==> src/rtl/alu_muldiv_seq_pkg.sv <==
// rtl/alu_muldiv_seq_pkg.sv - shared encodings for the multi-cycle mul/div sequencer
package alu_muldiv_seq_pkg;

    typedef enum logic [1:0] {
        OP_MUL   = 2'b00,
        OP_MULHU = 2'b01,
        OP_DIVU  = 2'b10,
        OP_REMU  = 2'b11
    } op_e;

    typedef enum logic [1:0] {
        S_IDLE = 2'd0,
        S_ITER = 2'd1,
        S_DONE = 2'd2
    } state_e;

    localparam logic [3:0] ALU_ADD = 4'b0010;
    localparam logic [3:0] ALU_SUB = 4'b0110;

    function automatic logic op_is_div(input op_e op);
        return op[1];
    endfunction

    // Ops with bit 0 set take their result from the upper register (MULHU, REMU).
    function automatic logic op_uses_hi(input op_e op);
        return op[0];
    endfunction

endpackage

==> src/rtl/alu_muldiv_seq_if.sv <==
// rtl/alu_muldiv_seq_if.sv - request/response bundle between the core and the sequencer
interface alu_muldiv_seq_if
    import alu_muldiv_seq_pkg::*;
#(
    parameter int WIDTH = 32
) ();
    logic             start;
    op_e              op;
    logic [WIDTH-1:0] src_a;
    logic [WIDTH-1:0] src_b;
    logic             busy;
    logic             done;
    logic [WIDTH-1:0] result;

    modport master (output start, op, src_a, src_b, input busy, done, result);
    modport slave  (input start, op, src_a, src_b, output busy, done, result);
endinterface

==> src/rtl/alu_muldiv_seq_muldiv_step.sv <==
// rtl/alu_muldiv_seq_muldiv_step.sv - one shift-add / restoring-divide step on the shared ALU
module muldiv_step
    import alu_muldiv_seq_pkg::*;
#(
    parameter int WIDTH = 32
) (
    input  logic             active,
    input  logic             is_div,
    input  logic [WIDTH-1:0] hi,
    input  logic [WIDTH-1:0] lo,
    input  logic [WIDTH-1:0] opb,
    input  logic [WIDTH-1:0] alu_res,
    input  logic             alu_carry,
    output logic [WIDTH-1:0] hi_nxt,
    output logic [WIDTH-1:0] lo_nxt,
    output logic [WIDTH-1:0] alu_a,
    output logic [WIDTH-1:0] alu_b,
    output logic [3:0]       alu_ctrl
);
    logic [WIDTH-1:0] sh;

    // ALU operands depend only on registered state, never on alu_res.
    always_comb begin
        sh       = {hi[WIDTH-2:0], lo[WIDTH-1]};
        alu_a    = '0;
        alu_b    = '0;
        alu_ctrl = ALU_ADD;
        hi_nxt   = hi;
        lo_nxt   = lo;
        if (active) begin
            alu_b = opb;
            if (is_div) begin
                alu_a    = sh;
                alu_ctrl = ALU_SUB;
                // A set msb means the shifted remainder exceeds any divisor; the wrapped difference is exact.
                if (hi[WIDTH-1] || alu_carry) begin
                    hi_nxt = alu_res;
                    lo_nxt = {lo[WIDTH-2:0], 1'b1};
                end else begin
                    hi_nxt = sh;
                    lo_nxt = {lo[WIDTH-2:0], 1'b0};
                end
            end else begin
                alu_a = hi;
                if (lo[0]) begin
                    hi_nxt = {alu_carry, alu_res[WIDTH-1:1]};
                    lo_nxt = {alu_res[0], lo[WIDTH-1:1]};
                end else begin
                    hi_nxt = {1'b0, hi[WIDTH-1:1]};
                    lo_nxt = {hi[0], lo[WIDTH-1:1]};
                end
            end
        end
    end
endmodule

==> src/rtl/alu_muldiv_seq.sv <==
// rtl/alu_muldiv_seq.sv - 32-iteration unsigned mul/div sequencer driving the shared ALU
module alu_muldiv_seq
    import alu_muldiv_seq_pkg::*;
#(
    parameter int WIDTH = 32,
    parameter int CNT_W = 5
) (
    input  logic                   clk,
    input  logic                   rst,
    alu_muldiv_seq_if.slave        bus,
    output logic [WIDTH-1:0]       alu_a,
    output logic [WIDTH-1:0]       alu_b,
    output logic [3:0]             alu_ctrl,
    input  logic [WIDTH-1:0]       alu_res,
    input  logic                   alu_carry
);
    state_e           state;
    op_e              op_q;
    logic [CNT_W-1:0] cnt;
    logic [WIDTH-1:0] hi_q;
    logic [WIDTH-1:0] lo_q;
    logic [WIDTH-1:0] b_q;
    logic [WIDTH-1:0] result_q;
    logic [WIDTH-1:0] hi_nxt;
    logic [WIDTH-1:0] lo_nxt;

    muldiv_step #(.WIDTH(WIDTH)) u_step (
        .active    (state == S_ITER),
        .is_div    (op_is_div(op_q)),
        .hi        (hi_q),
        .lo        (lo_q),
        .opb       (b_q),
        .alu_res   (alu_res),
        .alu_carry (alu_carry),
        .hi_nxt    (hi_nxt),
        .lo_nxt    (lo_nxt),
        .alu_a     (alu_a),
        .alu_b     (alu_b),
        .alu_ctrl  (alu_ctrl)
    );

    assign bus.busy   = (state != S_IDLE);
    assign bus.done   = (state == S_DONE);
    assign bus.result = result_q;

    always_ff @(posedge clk) begin
        if (rst) begin
            state    <= S_IDLE;
            op_q     <= OP_MUL;
            cnt      <= '0;
            hi_q     <= '0;
            lo_q     <= '0;
            b_q      <= '0;
            result_q <= '0;
        end else begin
            case (state)
                S_IDLE: begin
                    if (bus.start) begin
                        op_q <= bus.op;
                        b_q  <= bus.src_b;
                        hi_q <= '0;
                        lo_q <= bus.src_a;
                        cnt  <= '0;
                        if (op_is_div(bus.op) && bus.src_b == '0) begin
                            result_q <= op_uses_hi(bus.op) ? bus.src_a : '1;
                            state    <= S_DONE;
                        end else begin
                            state <= S_ITER;
                        end
                    end
                end
                S_ITER: begin
                    hi_q <= hi_nxt;
                    lo_q <= lo_nxt;
                    cnt  <= cnt + 1'b1;
                    if (cnt == CNT_W'(WIDTH - 1)) begin
                        result_q <= op_uses_hi(op_q) ? hi_nxt : lo_nxt;
                        state    <= S_DONE;
                    end
                end
                S_DONE:  state <= S_IDLE;
                default: state <= S_IDLE;
            endcase
        end
    end
endmodule

==> src/flat_wrapper.sv <==
// flat-port wrapper written by rule: the top's interface ports become plain ports
module alu_muldiv_seq_flat import alu_muldiv_seq_pkg::*;
#(
    parameter int WIDTH = 32,
    parameter int CNT_W = 5
)
  (clk, rst, alu_a, alu_b, alu_ctrl, alu_res, alu_carry, bus_start, bus_op, bus_src_a, bus_src_b, bus_busy, bus_done, bus_result);
  alu_muldiv_seq_if #(.WIDTH(WIDTH)) bus_i ();
  input  logic clk;
  input  logic rst;
  output logic [WIDTH-1:0] alu_a;
  output logic [WIDTH-1:0] alu_b;
  output logic [3:0] alu_ctrl;
  input  logic [WIDTH-1:0] alu_res;
  input  logic alu_carry;
  input wire logic [$bits(bus_i.start)-1:0] bus_start;
  input wire logic [$bits(bus_i.op)-1:0] bus_op;
  input wire logic [$bits(bus_i.src_a)-1:0] bus_src_a;
  input wire logic [$bits(bus_i.src_b)-1:0] bus_src_b;
  output wire logic [$bits(bus_i.busy)-1:0] bus_busy;
  output wire logic [$bits(bus_i.done)-1:0] bus_done;
  output wire logic [$bits(bus_i.result)-1:0] bus_result;
  assign bus_i.start = bus_start;
  assign bus_i.op = bus_op;
  assign bus_i.src_a = bus_src_a;
  assign bus_i.src_b = bus_src_b;
  assign bus_busy = bus_i.busy;
  assign bus_done = bus_i.done;
  assign bus_result = bus_i.result;
  alu_muldiv_seq #(.WIDTH(WIDTH), .CNT_W(CNT_W)) u_core (.clk(clk), .rst(rst), .bus(bus_i), .alu_a(alu_a), .alu_b(alu_b), .alu_ctrl(alu_ctrl), .alu_res(alu_res), .alu_carry(alu_carry));
endmodule
==> config.mk <==
export PLATFORM = sky130hd
export DESIGN_NAME = alu_muldiv_seq_flat
export DESIGN_NICKNAME = d
export VERILOG_FILES = /design/src/rtl/alu_muldiv_seq_pkg.sv /design/src/rtl/alu_muldiv_seq_if.sv /design/src/rtl/alu_muldiv_seq_muldiv_step.sv /design/src/rtl/alu_muldiv_seq.sv /design/src/flat_wrapper.sv
export SDC_FILE = /design/constraint.sdc
export NUM_CORES = 1
export LEC_CHECK = 0
export ABC_AREA = 1
export CAP_MARGIN = 20
export CORE_MARGIN = 2
export CORE_UTILIZATION = 53
export CTS_BUF_LIST = sky130_fd_sc_hd__clkbuf_4
export DETAILED_ROUTE_END_ITERATION = 16
export HOLD_SLACK_MARGIN = 0.15
export PLACE_DENSITY = 0.84
export SYNTH_ARGS = -nofsm -noshare
export SYNTH_HDL_FRONTEND = slang
export SYNTH_HIERARCHICAL = 1
export SYNTH_SLANG_ARGS = --single-unit
==> constraint.sdc <==
create_clock -name clk -period 2.4 [get_ports clk]
set_input_delay 0.48 -clock clk [delete_from_list [all_inputs] [get_ports clk]]
set_output_delay 0.48 -clock clk [all_outputs]
set_load 0.005 [all_outputs]
# Word-level counts from Yosys, hierarchy flattened
# Index checks and enable logic that the tools add are counted.
[op_classes] n_addsub=1 n_eq_ne=6 mux=27 reduce_logical=10
[op_table] operator="$mux W32" count=15
[op_table] operator="$pmux W32 S2" count=3
[op_table] operator="$logic_not A32 Y1" count=1
[op_table] operator="$pmux W5 S2" count=1
[op_table] operator="$mux W2" count=3
[op_table] operator="$mux W3" count=2
[op_table] operator="$reduce_and A2 Y1" count=3
[op_table] operator="$add A5 B1 Y5 const B" count=1
[op_table] operator="$eq A5 B5 Y1 const B" count=1
[op_table] operator="$mux W5" count=1
[op_table] operator="$ne A2 B1 Y1 const B" count=2
[op_table] operator="$pmux W2 S2" count=1
[op_table] operator="$reduce_and A4 Y1" count=1
[op_table] operator="$reduce_bool A2 Y1" count=2
[op_table] operator="$eq A2 B1 Y1 const B" count=1
[op_table] operator="$eq A2 B2 Y1 const B" count=1
[op_table] operator="$logic_not A2 Y1" count=1
[op_table] operator="$ne A2 B2 Y1 const B" count=1
[op_table] operator="$logic_and A1 B1 Y1" count=1
[op_table] operator="$logic_or A1 B1 Y1" count=1
[op_table] operator="$mux W1" count=1
[totals] reg_bits=137 input_bits=102 output_inout_bits=102 word_cells=51

# Depth between registers and ports, before layout
# Gate-level depths: netlist of run 1.
[depth] depth_word=6 depth_mapped=17 depth_no_buf=14

# Cells and area by module
# The synthesis of run 1 kept the hierarchy.
[by_module_without_submodules] module="alu_muldiv_seq" instances=1 cells_per_inst=892 area_per_inst_um2=6097.1 seq_area_each_um2=2742.6
[by_module_without_submodules] module="muldiv_step" instances=1 cells_per_inst=641 area_per_inst_um2=2787.7 seq_area_each_um2=0.0

# Worst setup path before layout of run 1
# No wires, ideal clock.
[synth_timing] path_kind="register to register" start="register u_core.state[0]" end="register u_core.result_q[24] (netlist: u_core/bus.result[24])" setup_time_ps=115 arrival_ps=1997 required_time_ps=2285 path_slack_ps=288 path_stages_with_launch=16 path_buffers=4 synth_period_minus_slack_ps=2112 cell_sequence="dfxtp_1 -> inv_2 -> nor2_8 -> clkbuf_1 -> buf_2 -> inv_2 -> buf_4 -> buf_2 -> a21oi_1 -> a21oi_1 -> o21ai_0 -> nand3_1 -> inv_1 -> nand3_1 -> nand2_1 -> nor2_1"
[synth_via] elab_chain_cells=3 word_cells_on_any_way=8 classes_between="eq/ne (4); mux (1); reduce/logical (3)"
[synth_rtl] element="start: declaration" line="alu_muldiv_seq.sv:17" source="state_e state;"
[synth_rtl] element="start signal: assignment" line="alu_muldiv_seq.sv:48" source="state <= S_IDLE;"
[synth_rtl] element="start signal: assignment" line="alu_muldiv_seq.sv:66" source="state <= S_DONE;"
[synth_rtl] element="start signal: assignment" line="alu_muldiv_seq.sv:68" source="state <= S_ITER;"
[synth_rtl] element="$eq A2 B1 Y1 or $logic_not A2 Y1 (tied branches)" line="alu_muldiv_seq.sv:28, alu_muldiv_seq.sv:56"
[synth_rtl] element="$ne A2 B1 Y1 (no line) (tied with other cells)"
[synth_rtl] element="$reduce_and A4 Y1 (no line)"
[synth_rtl] element="end signal: assignment" line="alu_muldiv_seq.sv:65" source="result_q <= op_uses_hi(bus.op) ? bus.src_a : '1;"
[synth_rtl] element="end signal: assignment" line="alu_muldiv_seq.sv:77" source="result_q <= op_uses_hi(op_q) ? hi_nxt : lo_nxt;"
[synth_rtl] element="end: declaration" line="alu_muldiv_seq.sv:23" source="logic [WIDTH-1:0] result_q;"
# Several ways; a longest one is shown, not always the timed one.
# A chain may end at the register's enable or synchronous reset.

# Final worst setup path of run 1
[layout_timing] start="register u_core.op_q[1]" end="output port alu_a[14]"
[layout_via] elab_chain_cells=2
[layout_rtl] element="start: declaration" line="alu_muldiv_seq.sv:18" source="op_e op_q;"
[layout_rtl] element="start signal: assignment" line="alu_muldiv_seq.sv:59" source="op_q <= bus.op;"
[layout_rtl] element="$mux W32" line="alu_muldiv_seq_muldiv_step.sv:32" source="if (is_div) begin"
[layout_rtl] element="$mux W32" line="alu_muldiv_seq_muldiv_step.sv:30" source="if (active) begin"
[layout_rtl] element="end: declaration" line="flat_wrapper.sv:11" source="output logic [WIDTH-1:0] alu_a;"
# No other way between the ends.

==> results of run 1 <==
## power by group
| part | switching [mW] | total, mW | leakage, nW | internal (mW) |
|---|---|---|---|---|
| combinational | 1.25 | 2.14 | 4.28 | 0.884 |
| clock | 0.863 | 1.60 | 0.157 | 0.735 |
| sequential | 0.139 | 2.60 | 1.13 | 2.46 |
## cells in the mapped netlist, drive strengths merged
cell type  number  area (um^2)
a211oi          1        7.510
a21oi         202         1011
a22oi           2        15.01
a31oi          33        206.5
buf            73        405.4
clkbuf         51        191.4
clkinv          1        3.750
conb            2        7.510
dfxtp         137         2743
ha              2        25.02
inv           120        450.4
nand2         439         1648
nand3          70        350.3
nand3b          1        7.510
nor2          205        795.8
nor3            1        5.000
nor3b           1        7.510
o21ai         160        804.5
or2            32        200.2
## sequential cells by signal (all words and copies together) (netlist names)
register	cells
u_core/b_q	32
u_core/bus.result	32
u_core/cnt	5
u_core/hi_q	32
u_core/lo_q	32
u_core/op_q	2
u_core/state	2
## cell type report
| cell class | count | area share |
|---|---|---|
| multi-input combinational | 1152 | 0.4408 |
| clock buffer | 20 | 0.01279 |
| sequential | 137 | 0.2342 |
| tap | 220 | 0.02346 |
| timing repair buffer | 263 | 0.2379 |
| clock inverter | 11 | 0.01109 |
| antenna | 1 | 0.0002132 |
| inverter | 121 | 0.03956 |
## worst paths after layout
path                                start                                  to  slack [ns]  cells past startpoint
max reg2reg  u_core/state[0]$_SDFFE_PP0P_  u_core/bus.result[23]$_SDFFE_PP0P_        0.16                     15
min                         bus_src_b[18]         u_core/b_q[18]$_SDFFE_PP0P_        0.49                      3
max           u_core/op_q[1]$_SDFFE_PP0P_                           alu_a[14]        0.09                      5
min reg2reg    u_core/b_q[3]$_SDFFE_PP0P_          u_core/b_q[3]$_SDFFE_PP0P_        0.49                      2
## layer usage
metal / share of wire / up-vias / wire length [um] / track usage
met5: 0 / - / 0 / 0
met4: 0.050 / 0 / 1515 / 0.1891
met3: 0.093 / 100 / 2831 / 0.05137
met2: 0.47 / 673 / 14330 / 0.5524
met1: 0.39 / 4896 / 11890 / 0.4189
li1: - / 5222 / - / -
## through the flow
stage                     hold slack, ns  TNS, ns
final                             0.4905        0
after global placement            0.4551        0
after global routing              0.4645  -0.1068
after floorplan                   0.4444        0
after CTS                         0.4483  -0.8305
after detailed placement          0.4706        0
## layout by cell type, fill, tap and decap left out, types with 2 or more instances in the layout
master           netlist  routed
a21oi_1              202     186
o21ai_0              128     126
a21oi_2                0      15
inv_2                  7       6
buf_16                 0       2
bufinv_16              0       3
conb_1                 2       3
dlymetal6s2s_1         0       9
nand2_1              439     438
nand3_1               70      70
nor2_1               202     202
inv_6                  0       2
bufbuf_16              0       3
a31oi_1               33      33
clkbuf_16              0       2
dfxtp_2                0       2
o21ai_1               31      33
buf_6                  3       7
ha_1                   2       2
a22oi_1                2       2
dlygate4sd2_1          0      56
clkbuf_4               0      20
inv_1                113     113
clkdlybuf4s50_1        0     135
buf_4                 10      34
clkinv_2               0       5
clkinv_1               1       2
or2_2                 31      31
buf_12                 0      15
dfxtp_1              137     134
## what timing repair did
action                                  4_1_cts  5_1_grt
endpoints found under the setup margin       65       31
cloned                                        4        2
gates resized for setup                      84       23
hold endpoints to repair                      0        0
pin swaps                                     0        1
hold buffers                                  0        0
buffers inserted                              4        3
## worst max-delay path, cell delays in order, from the launching register on
cell and delay [ns]:
dfxtp_4 0.40, inv_6 0.11, bufbuf_16 0.29, nand2_1 0.07, a21oi_2 0.16, dlygate4sd2_1 0.25
## cell families after synthesis
| kind of cell | count (synthesis) |
|---|---|
| and+or+nand+nor | 749 |
| AOI/OAI and AO/OA | 398 |
| buffers and inverters | 245 |
| DFF | 137 |
| adders and majority gates | 2 |
| other | 2 |
==> metrics.txt, run 1 <==
Post-DRT Antenna Nets 0; Setup WS post-layout between 0.08 and 0.09 ns; Routed WL 30570 um; initial antenna violation count 0; gp weighted congestion 0.9031; Pwr Total 6.332 mW; f_max between 400 and 500 MHz; fin cells 1925; peak supply drop slightly above 300 uV; status finished clean; Slew Viols, Final 0; gr ovfl total 0; post-synthesis simple-gate area fraction 0.3392; fin util 0.7127; Hold Crit Class in2reg; crit path capture type primary output; YS warnings 6; Cell Area, Synth between 0.008 and 0.009 mm^2; Post-DP Area 0.01113 mm^2; Hold Vio Cnt, Final 0; Post-Synth XOR/XNOR Area 0; area occupied by multi-input gates 0.005172 mm^2; largest net degree at the start of global routing 66; Root Driver clkbuf_4; count of cell types in the netlist 29; adder-cell share of the synthesized area 0.002817; Rows 47; dpl cells 1880; final layout net count 1796; I/O pins 204; crit start category register; PwrDens 539.6 mW/mm^2; Synth Area per Inst 5.796 um^2; max cap viols 0; drt initial violations approximately 1300; post-synthesis compound-gate area fraction 0.2301; Clock transition at path regs 0.12 ns; crit path DAT 1.83 ns; cts bufs inserted 17; Die Footprint around 0.018 mm^2; #FFs+latches synth 137; clock sinks 137; Initial DRT Pass Iterations 6; Starting Density 0.5396; Mapped Cells 1533; RSZ-0062 raised after global routing yes; multiplexer share of the synthesized area 0; register area 0.002749 mm^2; largest family of logic cells by synthesized area simple AND/OR/NAND/NOR gates; DP Worst Slack 0.01749 ns; GRT Overall Usage 0.3351; CTS tree done; vias in the first global route around 10000; area grow syn2layout 32.08%; Fill cells 1472; routed len/inst 15.88 um; WS Path Type reg2out; Setup violations, final 0; crit share post-route 0.9631; sequential area share after synthesis 0.3087; via count 10891; DR vias/cell 5.658; clk_lat worst skew between 0.5 and 0.6 ns; clock tree buffer depth 2; Core ar. 0.01647 mm^2; post-DP HPWL 19340 um; Final Critical Period 2.311 ns; DRC violations left 0; die width 133.5 um; CTS HTree Levels 4; skew final 0.02301 ns; IO buf count 200; die height 133.5 um; Crit path required time 1.92 ns; layout cell share with drive strength beyond 1 0.09096; leakage power total 5.568 nW; first-pass GRT wire length approximately 49000 um; Worst Path Max Fanout 13; Final Cell Area 0.01174 mm^2
(Power assumes the default switching activity.)
==> inputs of run 2 (changes only) <==
Settings changed: CORE_UTILIZATION 53 to 42, PLACE_DENSITY 0.84 to 0.69.
==> run 2 against run 1 <==
Cell area grew 0.74%. Non-clock buffer count shrank 1. Combinational power shrank 3%. Fmax grew 1.6%. Utilization shrank 15 points. Worst hold slack lost 0.0045 ns. Clock skew shrank 0.0060 ns. Final cell count grew 2.8%. Critical path type unchanged. Highest routed layer unchanged.
==> metrics.txt, run 2 (synthesized netlist as in run 1, its figures left out) <==
status finished clean; area grow syn2layout 33.05%; Routed WL 29860 um (-2.3%); WP buf/inv 4 (+1); GRT Overall Usage 0.2587 (-0.07644); Die Footprint 0.02233 mm^2 (+25%); largest net degree at the start of global routing 90 (+36%); die width 149.4 um (+12%); global route hottest layer met2; drt initial violations 1166 (-9.7%); layout cell share with drive strength beyond 1 0.09278 (+0.001815); met2 usage 0.4413 (-0.1111); gr ovfl total 0 (unchanged); post-DP HPWL 19430 um (+0.49%); gp weighted congestion 0.8855 (-1.9%); peak supply drop 299.7 uV (-3.0%); initial antenna violation count 0 (unchanged); via count 10415 (-4.4%); f_max 439.4 MHz (+1.6%); Worst-Margin Slew 0.9180 ns; GR Util met1 0.3296 (-0.08935); Hold Vio Cnt, Final 0 (unchanged); clock tree buffer depth 2 (unchanged); crit start category register; final layout net count 1795 (-0.056%); max_slew headroom 0.3866; Fill cells 2103 (+43%); fin cells 1978 (+2.8%); Root Driver clkbuf_4; Setup WS post-layout 0.1243 ns (+0.03566 ns); CP top delay family buffers and inverters; Slew Viols, Final 0 (unchanged); post-cts hold buffer count 0 (unchanged); DR vias/cell 5.265 (-6.9%); Setup violations, final 0 (unchanged); max cap viols 0 (unchanged); routed len/inst 15.10 um (-4.9%); first-pass GRT wire length 46890 um (-4.2%); most common cell after layout, fill and taps aside nand2_1; crit share post-route 0.9482 (-0.01486); Seq pwr share 0.397 (-0.013); met3 Resource Use GR 0.04604 (-0.005333); Diodes inserted 0 (-1); dpl cells 1935 (+2.9%); Internal Dissipation 4.250 mW (+4.3%); cts bufs inserted 17 (unchanged); Hold Crit Class in2reg; Post-DP Area 0.01120 mm^2 (+0.62%); IO buf count 200 (unchanged); switching portion of total power 0.3497 (-0.006480); Slowest Stage Delay on Critical Path 0.36 ns (-0.04 ns); DP Worst Slack -0.05913 ns (-0.07662 ns); PwrDens 552.8 mW/mm^2 (+2.5%); I/O pins 204 (unchanged); crit path capture type primary output; Worst path slowest cell dfxtp_2; CTS HTree Levels 4 (unchanged); die height 149.4 um (+12%); Final Cell Area 0.01182 mm^2 (+0.74%); Worst Path Max Fanout 15 (+2); setup tns final 0 ns (unchanged); Clk pwr share 0.285 (+0.033); crit path DAT 1.80 ns (-0.03 ns); skew final 0.01701 ns (-0.005998 ns); Post-DRT Antenna Nets 0 (unchanged); vias in the first global route 9323 (-7.2%); Initial DRT Pass Iterations 5 (-1); DRC violations left 0 (unchanged); Clock transition at path regs 0.13 ns (about the same); sw power 2.285 mW (+1.3%); clk_lat worst skew 0.54 ns (-0.02 ns); clock sinks 137 (unchanged); Rows 53 (+13%); leakage power total 5.522 nW (-0.81%); Core ar. 0.02089 mm^2 (+27%); Crit path required time 1.92 ns (about the same); CTS tree done; Logic pwr share 0.318 (-0.020); Pwr Total 6.535 mW (+3.2%); commonest cells after routing, fill and taps aside nand2_1, nor2_1, a21oi_1; crit-path cells inv_2, nor2_8, inv_4, clkbuf_16, a21oi_4, dlygate4sd2_1; WS Path Type reg2out; RSZ-0062 raised after global routing no; Starting Density 0.4253 (-0.1143); Final Critical Period 2.276 ns (-0.03566 ns)
==> run 2: routing by layer <==
| layer | wire [um] | vias up | part of all wire |
|---|---|---|---|
| met2 | 14340 | 425 | 0.48 |
| met4 | 805 | 0 | 0.027 |
| met3 | 2151 | 44 | 0.072 |
| li1 | - | 5220 | - |
| met1 | 12570 | 4726 | 0.42 |
| met5 | 0 | - | 0 |
==> run 2: final timing paths <==
path	from	end	slack [ns]	cells after the start
min reg2reg	u_core/cnt[4]$_SDFFE_PP0P_	u_core/cnt[4]$_SDFFE_PP0P_	0.49	2
min	bus_src_b[19]	u_core/b_q[19]$_SDFFE_PP0P_	0.49	3
max	u_core/state[0]$_SDFFE_PP0P_	alu_a[0]	0.12	6
max reg2reg	u_core/state[0]$_SDFFE_PP0P_	u_core/lo_q[24]$_SDFFE_PP0P_	0.18	9
==> run 2: stage by stage <==
step	hold slack, ns	util
3_3_place_gp	0.4569	0.5361
5_1_grt	0.4298	0.5659
2_1_floorplan	0.4444	-
4_1_cts	0.4481	0.5593
3_5_place_dp	0.4688	0.5361
6_report	0.4859	0.5659
==> run 2: power groups by stage <==
stage	registers (mW)	clock network, mW	logic [mW]
global route	2.62	2.01	2.29
detailed placement	2.64	0	1.97
floorplan	2.61	0	1.24
CTS	2.59	1.90	2.02
finish	2.59	1.86	2.08
global placement	2.64	0	1.95
==> run 2: what timing repair did <==
action | 4_1_cts | 5_1_grt
buffers inserted | 4 | 3
resized for setup | 87 | 18
pin swaps | 1 | 1
setup endpoints to repair | 65 | 28
gates cloned | 2 | 3
==> run 2: final cells by class <==
| type | count | area, um^2 | area share |
|---|---|---|---|
| flip-flops and latches | 137 | 2749 | 0.2325 |
| clock buffers | 17 | 127.6 | 0.01080 |
| inverters | 121 | 459.2 | 0.03884 |
| repair buffers | 262 | 2716 | 0.2298 |
| clock inverters | 14 | 222.7 | 0.01884 |
| multi-input cells | 1152 | 5202 | 0.4401 |
| well taps | 275 | 344.1 | 0.02911 |
==> run 2: tightest hold or removal path: stages <==
cell	delay (ns)
clkdlybuf4s50_1	0.39
inv_1	0.07
a21oi_1	0.06
